**src/rtl/fb_pixel_writer.sv**
```systemverilog
// Pixel-stream sink: buffers linear pixel addresses in a small FIFO and commits them
// to a 1-bpp frame buffer SRAM through a one-word write-back cache.
module fb_pixel_writer #(
  parameter int FIFO_DEPTH = 4,
  parameter int NUM_PIXELS = 307200
) (
  input  logic        clk,
  input  logic        rst,
  input  logic        pix_valid,
  input  logic [18:0] pix_addr,
  input  logic        pix_color,
  output logic        pix_ready,
  input  logic        prim_done,
  output logic        busy,
  output logic        frame_done,
  output logic [13:0] mem_addr,
  output logic        mem_ren,
  input  logic [31:0] mem_rdata,
  output logic        mem_wen,
  output logic [31:0] mem_wdata
);
  localparam int AW = (FIFO_DEPTH > 1) ? $clog2(FIFO_DEPTH) : 1;
  localparam logic [AW:0] FULL  = (AW+1)'(FIFO_DEPTH);
  localparam logic [AW:0] ONE   = (AW+1)'(1);
  localparam logic [19:0] LIMIT = 20'(NUM_PIXELS);

  typedef struct packed {
    logic [13:0] word;
    logic [4:0]  bidx;
    logic        color;
  } pix_t;

  typedef enum logic [2:0] {IDLE, WB, READ, RDWAIT, FLUSH, DONE} state_t;

  state_t      state, state_n;
  pix_t        fifo_mem [FIFO_DEPTH];
  logic [AW-1:0] wr_ptr, rd_ptr;
  logic [AW:0] count;
  logic        push, pop, fifo_ne, hit;
  pix_t        head, pend;
  logic [13:0] tag;
  logic [31:0] data, rd_merge;
  logic        valid, dirty, done_pend;

  assign pix_ready = (count != FULL);
  assign fifo_ne   = (count != '0);
  // Out-of-range pixels complete the handshake but never enter the FIFO.
  assign push      = pix_valid && pix_ready && ({1'b0, pix_addr} < LIMIT);
  assign head      = fifo_mem[rd_ptr];
  assign hit       = valid && (tag == head.word);
  assign pop       = (state == IDLE) && fifo_ne;
  assign busy      = fifo_ne || (state != IDLE) || done_pend;

  always_ff @(posedge clk) begin
    if (push) fifo_mem[wr_ptr] <= '{word: pix_addr[18:5], bidx: pix_addr[4:0], color: pix_color};
  end

  always_ff @(posedge clk) begin
    if (rst) begin
      wr_ptr <= '0;
      rd_ptr <= '0;
      count  <= '0;
    end else begin
      if (push) wr_ptr <= wr_ptr + 1'b1;
      if (pop)  rd_ptr <= rd_ptr + 1'b1;
      unique case ({push, pop})
        2'b10:   count <= count + ONE;
        2'b01:   count <= count - ONE;
        default: ;
      endcase
    end
  end

  always_ff @(posedge clk) begin
    if (rst) state <= IDLE;
    else     state <= state_n;
  end

  always_comb begin
    state_n    = state;
    mem_ren    = 1'b0;
    mem_wen    = 1'b0;
    mem_addr   = '0;
    mem_wdata  = '0;
    frame_done = 1'b0;
    unique case (state)
      IDLE: begin
        if (fifo_ne) begin
          if (!hit) state_n = dirty ? WB : READ;
        end else if (done_pend) begin
          state_n = dirty ? FLUSH : DONE;
        end
      end
      WB: begin
        mem_wen   = 1'b1;
        mem_addr  = tag;
        mem_wdata = data;
        state_n   = READ;
      end
      READ: begin
        mem_ren  = 1'b1;
        mem_addr = pend.word;
        state_n  = RDWAIT;
      end
      RDWAIT: state_n = IDLE;
      FLUSH: begin
        mem_wen   = 1'b1;
        mem_addr  = tag;
        mem_wdata = data;
        state_n   = DONE;
      end
      DONE: begin
        frame_done = 1'b1;
        state_n    = IDLE;
      end
      default: state_n = IDLE;
    endcase
  end

  always_comb begin
    rd_merge = mem_rdata;
    rd_merge[pend.bidx] = pend.color;
  end

  // Cache and pending-pixel registers; data/tag need no reset because valid gates them.
  always_ff @(posedge clk) begin
    if (rst) begin
      valid     <= 1'b0;
      dirty     <= 1'b0;
      done_pend <= 1'b0;
      tag       <= '0;
      data      <= '0;
      pend      <= '0;
    end else begin
      if (state == DONE) done_pend <= 1'b0;
      else if (prim_done) done_pend <= 1'b1;
      unique case (state)
        IDLE: begin
          if (fifo_ne) begin
            if (hit) begin
              data[head.bidx] <= head.color;
              dirty           <= 1'b1;
            end else begin
              pend <= head;
            end
          end
        end
        WB, FLUSH: dirty <= 1'b0;
        RDWAIT: begin
          data  <= rd_merge;
          tag   <= pend.word;
          valid <= 1'b1;
          dirty <= 1'b1;
        end
        DONE: valid <= 1'b0;
        default: ;
      endcase
    end
  end
endmodule

```
**config.mk**
```make
export PLATFORM = sky130hd
export DESIGN_NAME = fb_pixel_writer
export DESIGN_NICKNAME = d
export VERILOG_FILES = /design/src/rtl/fb_pixel_writer.sv
export SDC_FILE = /design/constraint.sdc
export NUM_CORES = 1
export LEC_CHECK = 0
export BUFFER_PORTS_ARGS = -buffer_cell sky130_fd_sc_hd__buf_4
export CAP_MARGIN = 0
export CORE_ASPECT_RATIO = 1.25
export CORE_MARGIN = 2
export CORE_UTILIZATION = 25
export DETAILED_ROUTE_END_ITERATION = 7
export GPL_TIMING_DRIVEN = 0
export SLEW_MARGIN = 20
export SYNTH_ARGS = -nofsm -noshare
export SYNTH_HDL_FRONTEND = slang
export SYNTH_SLANG_ARGS = --single-unit
export TNS_END_PERCENT = 30
```
**constraint.sdc**
```tcl
create_clock -name clk -period 3.82 [get_ports clk]
set_input_delay 0.955 -clock clk [delete_from_list [all_inputs] [get_ports clk]]
set_output_delay 0.955 -clock clk [all_outputs]
set_load 0.02 [all_outputs]
```
Word-level counts from Yosys, hierarchy flattened
Memories as Yosys holds them, arrays and structs flattened. A register that Yosys moved wholly into a read port is not among the register bits.
Cells that the tools add are included.
W data, S select, Z words.
{ "word_totals": {"regBits": 79, "ramBits": 80, "input_bits": 56, "out_inout_bits": 51, "elab_cells": 86, "mem_count": 1} }
{ "mem_list": {"columns": ["memory", "depth", "word_bits", "read_ports", "rd_clocked_by_memory_dff", "wr", "line", "text"], "rows": [
  ["fifo_mem", 4, 20, 1, 1, 1, "36", "pix_t fifo_mem [FIFO_DEPTH];"]
]} }
{ "classes": {"n_addsub": 4, "n_lt_le_gt_ge": 5, "eq_ne": 13, "mux": 29, "bitwise": 1, "reduce_logical": 21} }
{ "op_table": {"columns": ["operator", "n"], "rows": [
  ["$mux W32", 3],
  ["$bwmux W32", 2],
  ["$pmux W32 S2", 1],
  ["$pmux W14 S2", 1],
  ["$lt A19 B19 Y1 const B", 1],
  ["$eq A14 B14 Y1", 1],
  ["$lt A5 B6 Y1 const B", 2],
  ["$pmux W3 S4", 1],
  ["$demux W1 S5", 2],
  ["$ge A5 B1 Y1 const B", 2],
  ["$mux W1", 10],
  ["$mux W3", 3],
  ["$ne A3 B3 Y1 const B", 3],
  ["$reduce_and A3 Y1", 3],
  ["$reduce_bool A3 Y1", 3],
  ["$eq A3 B2 Y1 const B", 2],
  ["$eq A3 B3 Y1 const B", 2],
  ["$logic_and A1 B1 Y1", 6],
  ["$mux W2", 3],
  ["$pmux W3 S2", 1],
  ["$reduce_bool A2 Y1", 3],
  ["$add A2 B1 Y2 const B", 2],
  ["$ne A2 B2 Y1 const B", 2],
  ["$reduce_or A2 Y1", 2],
  ["other kinds (11)", 12]
]} }

Longest topological paths before layout
Gate-level depths: netlist of run 1.
{ "logic_depth": {"word_depth": 8, "ltp_mapped": 12, "depth_no_buf": 11} }

Worst setup path before layout of run 1
Ideal clock, no wire load.
{ "synth_path": {"kind": "register to register", "startpoint": "reg with a tool-made name", "endpoint": "reg data[18]", "setup_ns": 0.136, "t_arrival_ns": 2.876, "required_ns": 3.684, "setup_slack_ns": 0.808, "stages_incl_launch_ff": 12, "period_less_slack_ns": 3.012, "path_cell_list": "dfxtp_1 -> clkbuf_1 -> buf_2 -> mux4_1 -> xnor2_1 -> nand4_1 -> or3b_4 -> or4b_1 -> buf_6 -> buf_8 -> o311ai_1 -> o311ai_1"} }
{ "synth_rtl": {"columns": ["item", "line", "text"], "rows": [
  ["to (signal, indexed assignment)", "141", "data[head.bidx] <= head.color;"],
  ["to (signal assigned)", "150", "data <= rd_merge;"],
  ["to (decl)", "42", "logic [31:0] data, rd_merge;"]
]} }

==> summary.txt, run 1 <==
Total GRT Usage: 14.6%
top-count cell post-synth: nand2_1
critical path required time: 4.17 ns
Ports: 107
CP Max Fanout: 10
Util after Layout: 31.3%
number of enable flip-flop cells after synthesis: 80
DRC: 0
worst slew pin tran: 1.03 ns
Starting Density: 25.2%
top cells by area, synth: edfxtp_1, dfxtp_1, nand2_1, a21oi_1, and2_1
Finished Cell Area: 9890 µm²
largest net degree at the start of global routing: 21
Synth Warn #: 0
Worst setup EP type: flop
Leakage: 3.45 nW
final setup violation count: 0
Synth Flop Type: dfxtp_1
hold path start: pend[19]
Setup Buffers After CTS: 0
element type at the critical path start: flop
hold endpoint: tag[13]
MaxCap Viol Count: 0
final hold vios: 0
routed vias/inst: 4.97
worst setup path class: reg2reg
WL met3: 1750 µm
Yosys cell types: 57
proportion of layout cells with a drive suffix above 1: 21.5%
crit-path cells: clkbuf_1 > buf_2 > mux4_1 > xnor2_1 > nand4_1 > or3b_4 > nor4_4 > clkbuf_1 > o21ai_0 > a21oi_1
dpl cell area: 9270 µm²
Final Wtd Congestion: 0.868
ys async rst share: 0%
slowest CP cell: nor4_4
proportion of synthesized area in mux cells: 9.99%
HPWL Detailed: 18000 µm
Yosys reg bits: 161
CTS tree: yes
Seq/Total Area, Yosys: 50.6%
Slew Limit Fails: 0
routed len/inst: 18.4 µm
Fmax: 270 MHz
clock slew at reported path FFs: 0.08 ns
fin crit period: 3.70 ns
Finished Layout Cells: 1320
first drt pass iteration count: 5
placed cells: 1288
DRT iter0 DRCs: 553
r2r endpoint: pend[0]
vias in the first global route: 6396
Max stage delay on crit path: 0.60 ns
cell family with most CP delay: simple AND/OR/NAND/NOR gates
compound-gate portion of the synthesized area: 13.7%
die area: 33300 µm²
initial antenna violation count: 0
CTS buffer count: 17
area share of the largest cell type after synthesis: 30.2%
DR WL met2: 11900 µm
Post-Syn Instances: 770
Detail Route Antenna Nets: 0
root buffer cell: clkbuf_16
Peak VDD IR: 0.296 mV
Synth top cells by count: nand2_1, dfxtp_1, edfxtp_1, a21oi_1, clkbuf_1
post-synthesis adder-cell area fraction: 1.20%
# H-tree levels: 4
Die Height: 203 µm
Yosys top cell by area: edfxtp_1
post-synthesis simple-gate area fraction: 18.2%
Fill cells: 3333
wire length on met1: 9890 µm
R2R Setup Slk: 0.12 ns
Worst Reg-to-Reg Cells: 10
Worst Clk Skew: 0.0133 ns
WHS Path Cells: 2
status: completed
Via Count: 6561
final wirelength: 24300 µm
DR top layer: met4
nets: 958
first-pass GRT wire length: 36900 µm
synthesized area: 7950 µm²
Slew headroom: 31.5%
grt total ovfl: 0
area of the core: 31600 µm²
Antenna Cells: 0
crit-path most repeated cell: clkbuf_1
Arrival @ worst endpoint: 4.05 ns
Area Overhead vs Synth: 24.3%
Rows: 73
power density over cell area: 598 nW/µm²
clk sink count: 161
hold_buf cts: 0
Worst Path Buf+Inv: 3
Clock Latency Late Sink: 0.44 ns
clock buffer depth: 2
RSZ-0062 raised after global routing: true
fin crit share: 96.8%
Hold Crit Class: reg2reg
Synth Net Count: 833
post-synthesis xor/xnor area fraction: 2.27%
port bufs: 106
largest family of logic cells by synthesized area: simple AND/OR/NAND/NOR gates
Horiz. Die Dim: 164 µm
Syn Area/Cell: 10.3 µm²
[report_power, final]
part / internal (mW) / switching (mW) / leakage, nW / total, mW
combinational: 0.661 / 1.32 / 1.77 / 1.98
clock: 0.891 / 0.844 / 0.297 / 1.74
sequential: 2.05 / 0.141 / 1.39 / 2.19
total: 3.60 / 2.31 / 3.45 / 5.91
[metal layers]
layer | up-vias | GRT usage (%)
li1 | 3095 | -
met1 | 3131 | 17.7
met2 | 278 | 25.2
met3 | 57 | 3.15
met4 | 0 | 5.64
met5 | - | 0
[how the worst max path moves through the flow]
stage          startpoint        to  slack (ns)  cells after the start
2_1_floorplan        flop  data[18]        0.81                     11
3_3_place_gp         flop   pend[0]       -0.02                     11
3_5_place_dp         flop   pend[0]       0.001                     11
4_1_cts              flop  data[25]       0.002                     11
5_1_grt              flop  pend[16]       -0.05                     11
6_report             flop   pend[0]        0.12                     10
[area by class of cell]
| class | count | area (µm²) | share of cell area [%] |
|---|---|---|---|
| Clock inverter | 15 | 175 | 1.77 |
| Multi-Input combinational cell | 537 | 3630 | 36.7 |
| Inverter | 13 | 48.8 | 0.493 |
| Sequential cell | 161 | 4020 | 40.7 |
| Clock buffer | 17 | 425 | 4.30 |
| Timing Repair Buffer | 106 | 796 | 8.05 |
| Buffer | 59 | 273 | 2.76 |
| Tap cell | 412 | 515 | 5.21 |
[flip-flops by register name, summed over array words and instances, names as in the netlist, named ones only]
name and count:
fifo_mem 80, tag 14, rd_ptr 2, wr_ptr 2, data 32, state 3
valid 1, dirty 1, pend 20, count 3, done_pend 1
[worst reg2reg max path, cell delays in order, from the launching register on]
cell and delay [ns]:
dfxtp_1 0.31, clkbuf_1 0.28, buf_2 0.35, mux4_1 0.41, xnor2_1 0.32, nand4_1 0.13
or3b_4 0.42, nor4_4 0.60, clkbuf_1 0.46, o21ai_0 0.14, a21oi_1 0.22
[cells in the final DEF, fill, tap and decap left out, types with 12 or more instances in the layout]
cell and count:
mux2i_1 22, nor3_1 18, a21oi_1 59, o311ai_1 12, nor2_1 35, buf_4 106, a22o_1 14, clkbuf_1 47
nand3_1 34, dfxtp_1 81, clkbuf_16 17, mux2_2 17, inv_1 13, and2_1 36, o21ai_0 39, nand2_1 95
edfxtp_1 80
[stage by stage]
| stage | setup TNS [ns] | setup slack [ns] | total power [mW] | hold slack [ns] |
|---|---|---|---|---|
| after floorplan | 0 | 0.808 | 3.49 | 0.440 |
| after global placement | -0.0248 | -0.0248 | 4.16 | 0.446 |
| after detailed placement | 0 | 0.00110 | 4.19 | 0.460 |
| after CTS | 0 | 0.00186 | 5.93 | 0.460 |
| after global routing | -0.193 | -0.0472 | 6.22 | 0.472 |
| final | 0 | 0.122 | 5.91 | 0.466 |
[logic make-up after synthesis]
kind of cell	Yosys count
compound gates	171
xor+xnor	18
fa+ha+maj	7
buf+inv	72
flops	161
mux	55
simple gates	286
[timing repair]
| item | 4_1_cts | 5_1_grt |
|---|---|---|
| gates resized for setup | 3 | 4 |
| endpoints found under the hold margin | 0 | 0 |
| setup endpoints to repair | 15 | 17 |
No activity file was read; power rests on OpenSTA's default activity.
==> inputs of run 2 (changes only) <==
Settings changed: CORE_UTILIZATION 25 to 40.
==> run 2 against run 1 <==
Power is 0.15% lower. Critical path type unchanged. First-iteration DRC count decreased by 15%. Worst setup slack better by 0.089 ns. Count of clock-buffer cells in the layout did not move. Critical path depth increased by 1. Clock power barely moved. Die area decreased by 37%. Clock skew down 0.00062 ns. Cell area shrank 1.8%. Global-route usage up 7.1 points. Utilization grew 19 points. Combinational power barely moved.
==> summary.txt, run 2 (same netlist as run 1, synthesis figures left out) <==
Fill cells: 1839 (-45%)
RSZ-0062 raised after global routing: true
port bufs: 106 (unchanged)
hold_buf cts: 0 (unchanged)
biggest regs: fifo_mem x80, data x32, pend x20
first drt pass iteration count: 5 (unchanged)
commonest cells after routing, fill and taps aside: buf_4, nand2_1, dfxtp_1
HPWL Detailed: 16300 µm (-9.2%)
Largest register FFs: 80 (unchanged)
Worst Clk Skew: 0.0127 ns (-0.000620 ns)
CTS buffer count: 17 (unchanged)
Leakage: 3.46 nW (+0.20%)
Slew headroom: 29.5% (-2.0 points)
Worst setup EP type: flop
CP Max Fanout: 10 (unchanged)
Ports: 107 (unchanged)
nets: 960 (+0.21%)
Total GRT Usage: 21.7% (+7.1 points)
grt total ovfl: 0 (unchanged)
Hold Crit Class: reg2reg
Antenna Cells: 0 (unchanged)
worst setup path class: reg2reg
power density over cell area: 608 nW/µm² (+1.6%)
Starting Density: 40.9% (+16 points)
clock buffer depth: 2 (unchanged)
element type at the critical path start: flop
Die Height: 162 µm (-21%)
MaxCap Viol Count: 0 (unchanged)
Rows: 57 (-22%)
first-pass GRT wire length: 34500 µm (-6.5%)
worst slew pin tran: 1.06 ns (+0.0299 ns)
Final Wtd Congestion: 0.880 (+1.3%)
Max stage delay on crit path: 0.79 ns (+0.19 ns)
Peak VDD IR: 0.326 mV (+10%)
slowest CP cell: nor3_1
DRC: 0 (unchanged)
root buffer cell: clkbuf_16
Slew Limit Fails: 0 (unchanged)
Horiz. Die Dim: 130 µm (-20%)
die area: 21000 µm² (-37%)
Area Overhead vs Synth: 22.1%
vias in the first global route: 6284 (-1.8%)
cell family with most CP delay: simple AND/OR/NAND/NOR gates
clock slew at reported path FFs: 0.07 ns (about the same)
CTS tree: yes
Arrival @ worst endpoint: 3.97 ns (-0.08 ns)
Finished Cell Area: 9710 µm² (-1.8%)
crit-path cells: clkbuf_1 > buf_2 > mux2_2 > or2_2 > o32a_1 > and2_1 > clkbuf_1 > clkbuf_1 > nor3_1 > a31oi_1 > o21ai_0
Top reg by flops: fifo_mem
Fmax: 277 MHz (+2.5%)
area of the core: 19500 µm² (-38%)
fin crit share: 94.5% (-2.3 points)
final hold vios: 0 (unchanged)
critical path required time: 4.18 ns (about the same)
most common cell after layout, fill and taps aside: buf_4
# H-tree levels: 4 (unchanged)
status: completed
Worst Path Buf+Inv: 4 (+1)
crit-path most repeated cell: clkbuf_1
dpl cell area: 9080 µm² (-2.0%)
largest net degree at the start of global routing: 21 (unchanged)
Detail Route Antenna Nets: 0 (unchanged)
Power, Total: 5.90 mW (-0.15%)
initial antenna violation count: 0 (unchanged)
routed len/inst: 19.1 µm (+3.9%)
DRT iter0 DRCs: 468 (-15%)
clk sink count: 161 (unchanged)
final setup violation count: 0 (unchanged)
final wirelength: 22500 µm (-7.6%)
proportion of layout cells with a drive suffix above 1: 21.2% (-0.27 points)
Via Count: 6488 (-1.1%)
fin crit period: 3.61 ns (-0.0892 ns)
Clock Latency Late Sink: 0.43 ns (about the same)
routed vias/inst: 5.52 (+11%)
## run 2: area by class of cell
type	instances	area (µm²)	area share [%]
multi-input combinational	537	3620	37.3
clock inverter	15	178	1.83
tap	265	332	3.41
timing repair buffer	108	811	8.35
inverter	13	48.8	0.502
clock buffer	17	425	4.38
sequential	161	4020	41.4
buffer	59	272	2.80
## run 2: report_power, final
part           internal [mW]  switching (mW)  total (mW)
clock                  0.945           0.798        1.74
combinational          0.658            1.32        1.97
sequential              2.05           0.133        2.19
## run 2: tightest hold or removal path, delay by kind of cell, from the launching register on
kind,cells,cell delay [ns]
flip-flops,1,0.32
AND/OR/NAND/NOR,1,0.06
AO/OA/AOI/OAI,1,0.05
## run 2: worst paths after layout
check                           startpoint       end  slack [ns]  cells past startpoint
worst max-delay path                  flop  data[12]        0.21                     11
worst min-delay path               pend[9]    tag[3]        0.47                      2
worst max register to register        flop  data[12]        0.21                     11
worst min register to register     pend[9]    tag[3]        0.47                      2
## run 2: through the flow
step | setup TNS, ns | worst slack, ns | instances | util, % | hold slack (ns)
after floorplan | 0 | 0.808 | 770 | - | 0.440
after global placement | 0 | 0.0112 | 1141 | 46.6 | 0.450
after detailed placement | 0 | 0.00310 | 1141 | 46.6 | 0.460
after CTS | 0 | 0.0245 | 1173 | 49.8 | 0.466
after global routing | -0.0829 | -0.0829 | 1175 | 49.9 | 0.490
final | 0 | 0.211 | 1175 | 49.9 | 0.468
## run 2: what timing repair did
action / 4_1_cts / 5_1_grt
hold endpoints to repair: 0 / 0
buffers inserted: 0 / 2
gates resized for setup: 2 / 3
pin swaps: 0 / 1
endpoints found under the setup margin: 9 / 36
## run 2: per-layer routing
metal,vias up,share of wire [%],global-route usage [%]
li1,3091,-,-
met1,3124,42,27.6
met2,238,50,36.3
met3,35,5.6,3.62
met4,0,2.6,9.34
met5,-,0,0
==> inputs of run 3 (changes only) <==
Settings changed: BUFFER_PORTS_ARGS -buffer_cell sky130_fd_sc_hd__buf_4 to -buffer_cell sky130_fd_sc_hd__buf_2, CORE_ASPECT_RATIO 1.25 to 2, CTS_CLUSTER_DIAMETER from default to 40.
==> run 3 against run 2 <==
Sequential power barely moved. Largest cell class unchanged. Die area increased by 0.29%. Clock skew decreased by 0.0024 ns. Wire length increased by 5.9%.
==> summary.txt, run 3 (same netlist as run 1, synthesis figures left out) <==
R2R Setup Slk: 0.17 ns (-0.04 ns)
Via Count: 6451 (-0.57%)
Clock Latency Late Sink: 0.43 ns (about the same)
Worst Clk Skew: 0.0102 ns (-0.00245 ns)
final wirelength: 23800 µm (+5.9%)
WHS Path Cells: 2 (unchanged)
Util after Layout: 47.8% (-2.1 points)
fin crit period: 3.74 ns (+0.136 ns)
Setup Buffers After CTS: 0 (unchanged)
Arrival @ worst endpoint: 2.79 ns (-1.18 ns)
hold path start: pend[6]
Fmax: 267 MHz (-3.6%)
power density over cell area: 619 nW/µm² (+1.8%)
routed len/inst: 20.3 µm (+6.3%)
proportion of layout cells with a drive suffix above 1: 20.7% (-0.50 points)
CTS tree: yes
clock buffer depth: 2 (unchanged)
Hold Crit Class: reg2reg
most common cell after layout, fill and taps aside: buf_2
final hold vios: 0 (unchanged)
final setup violation count: 0 (unchanged)
Ports: 107 (unchanged)
MaxCap Viol Count: 0 (unchanged)
Detail Route Antenna Nets: 0 (unchanged)
post-place setup slack: -0.0372 ns (-0.0403 ns)
Top reg by flops: fifo_mem
Die Height: 203 µm (+26%)
Fill cells: 1964 (+6.8%)
biggest regs: fifo_mem x80, data x32, pend x20
element type at the critical path start: flop
hold endpoint: tag[0]
worst setup path class: reg2out
Worst setup EP type: output port
Rows: 73 (+28%)
Leakage: 3.38 nW (-2.3%)
Fin Setup TNS: 0 ns (unchanged)
area of the core: 19700 µm² (+1.3%)
Horiz. Die Dim: 104 µm (-20%)
Worst Reg-to-Reg Cells: 11 (unchanged)
nets: 959 (-0.10%)
CTS buffer count: 17 (unchanged)
Slew headroom: 26.6% (-2.9 points)
routed vias/inst: 5.51 (-0.23%)
r2r endpoint: pend[3]
first-pass GRT wire length: 36400 µm (+5.7%)
largest net degree at the start of global routing: 21 (unchanged)
vias in the first global route: 6582 (+4.7%)
Final Wtd Congestion: 0.932 (+6.0%)
worst slew pin tran: 1.10 ns (+0.0438 ns)
first drt pass iteration count: 5 (unchanged)
DRC: 0 (unchanged)
Peak VDD IR: 0.272 mV (-17%)
clk sink count: 161 (unchanged)
area occupied by multi-input gates: 3630 µm² (+0.10%)
grt total ovfl: 0 (unchanged)
Area Overhead vs Synth: 18.5%
Power, Total: 5.83 mW (-1.2%)
status: completed
Largest register FFs: 80 (unchanged)
Total GRT Usage: 22.9% (+1.2 points)
Slew Limit Fails: 0 (unchanged)
final worst slack: 0.0756 ns (-0.136 ns)
clock slew at reported path FFs: 0.06 ns (about the same)
die area: 21100 µm² (+0.29%)
commonest cells after routing, fill and taps aside: buf_2, nand2_1, dfxtp_1
DRT iter0 DRCs: 326 (-30%)
worst hold margin: 0.472 ns (+0.00357 ns)
root buffer cell: clkbuf_16
initial antenna violation count: 0 (unchanged)
RSZ-0062 raised after global routing: true
fin crit share: 98.0% (+3.6 points)
port bufs: 106 (unchanged)
register area: 4020 µm² (unchanged)
# H-tree levels: 4 (unchanged)
critical path required time: 2.86 ns (-1.32 ns)
Starting Density: 40.3% (-0.54 points)
CP Max Fanout: 10 (unchanged)
HPWL Detailed: 18600 µm (+14%)
## run 3: how the worst max path moves through the flow
stage / startpoint / depth (start not counted) / slack [ns] / endpoint
2_1_floorplan: flop / 11 / 0.81 / data[18]
3_3_place_gp: flop / 11 / -0.03 / pend[4]
3_5_place_dp: flop / 11 / -0.04 / pend[4]
4_1_cts: state[0] / 7 / 0.008 / mem_wdata[26]
5_1_grt: flop / 11 / -0.09 / pend[2]
6_report: state[1] / 5 / 0.08 / mem_addr[11]
## run 3: power by group
part | switching, mW | internal, mW | leakage, nW | total (mW)
Combinational | 1.34 | 0.621 | 1.73 | 1.96
Clock | 0.661 | 1.01 | 0.266 | 1.67
Sequential | 0.142 | 2.05 | 1.39 | 2.20
Total | 2.14 | 3.68 | 3.38 | 5.83
## run 3: timing repair
action                                  in CTS  in global routing
pin swaps                                    0                  0
hold endpoints to repair                     0                  0
endpoints found under the setup margin      29                 40
hold buffers                                 0                  0
gates resized for setup                      2                  6
## run 3: per-stage QoR
| stage | std cells | instance area (µm²) |
|---|---|---|
| after floorplan | 770 | 7950 |
| after global placement | 1138 | 8810 |
| after detailed placement | 1138 | 8810 |
| after CTS | 1169 | 9390 |
| after global routing | 1170 | 9420 |
| final | 1171 | 9420 |
## run 3: layout make-up
cell class	instances	share of cell area, %
Sequential cell	161	42.7
Multi-Input combinational cell	537	38.5
Timing Repair Buffer	107	5.79
Clock buffer	18	4.55
Tap cell	262	3.48
Buffer	59	2.89
Clock inverter	13	1.54
Inverter	13	0.518
Antenna cell	1	0.0266
## run 3: worst max-delay path, cell delays in order (launching register included)
cell and delay [ns]:
dfxtp_1 0.37, clkbuf_1 0.33, nor3b_2 0.63, clkbuf_1 0.55, a22o_1 0.28, buf_2 0.18
## run 3: layer usage
layer  up-vias  track usage (%)  share of wire, %
li1       3087                -                 -
met1      3079             20.0                33
met2       219             45.6                57
met4         0             16.1               6.2
met3        66             4.47               4.0
met5         -                0                 0
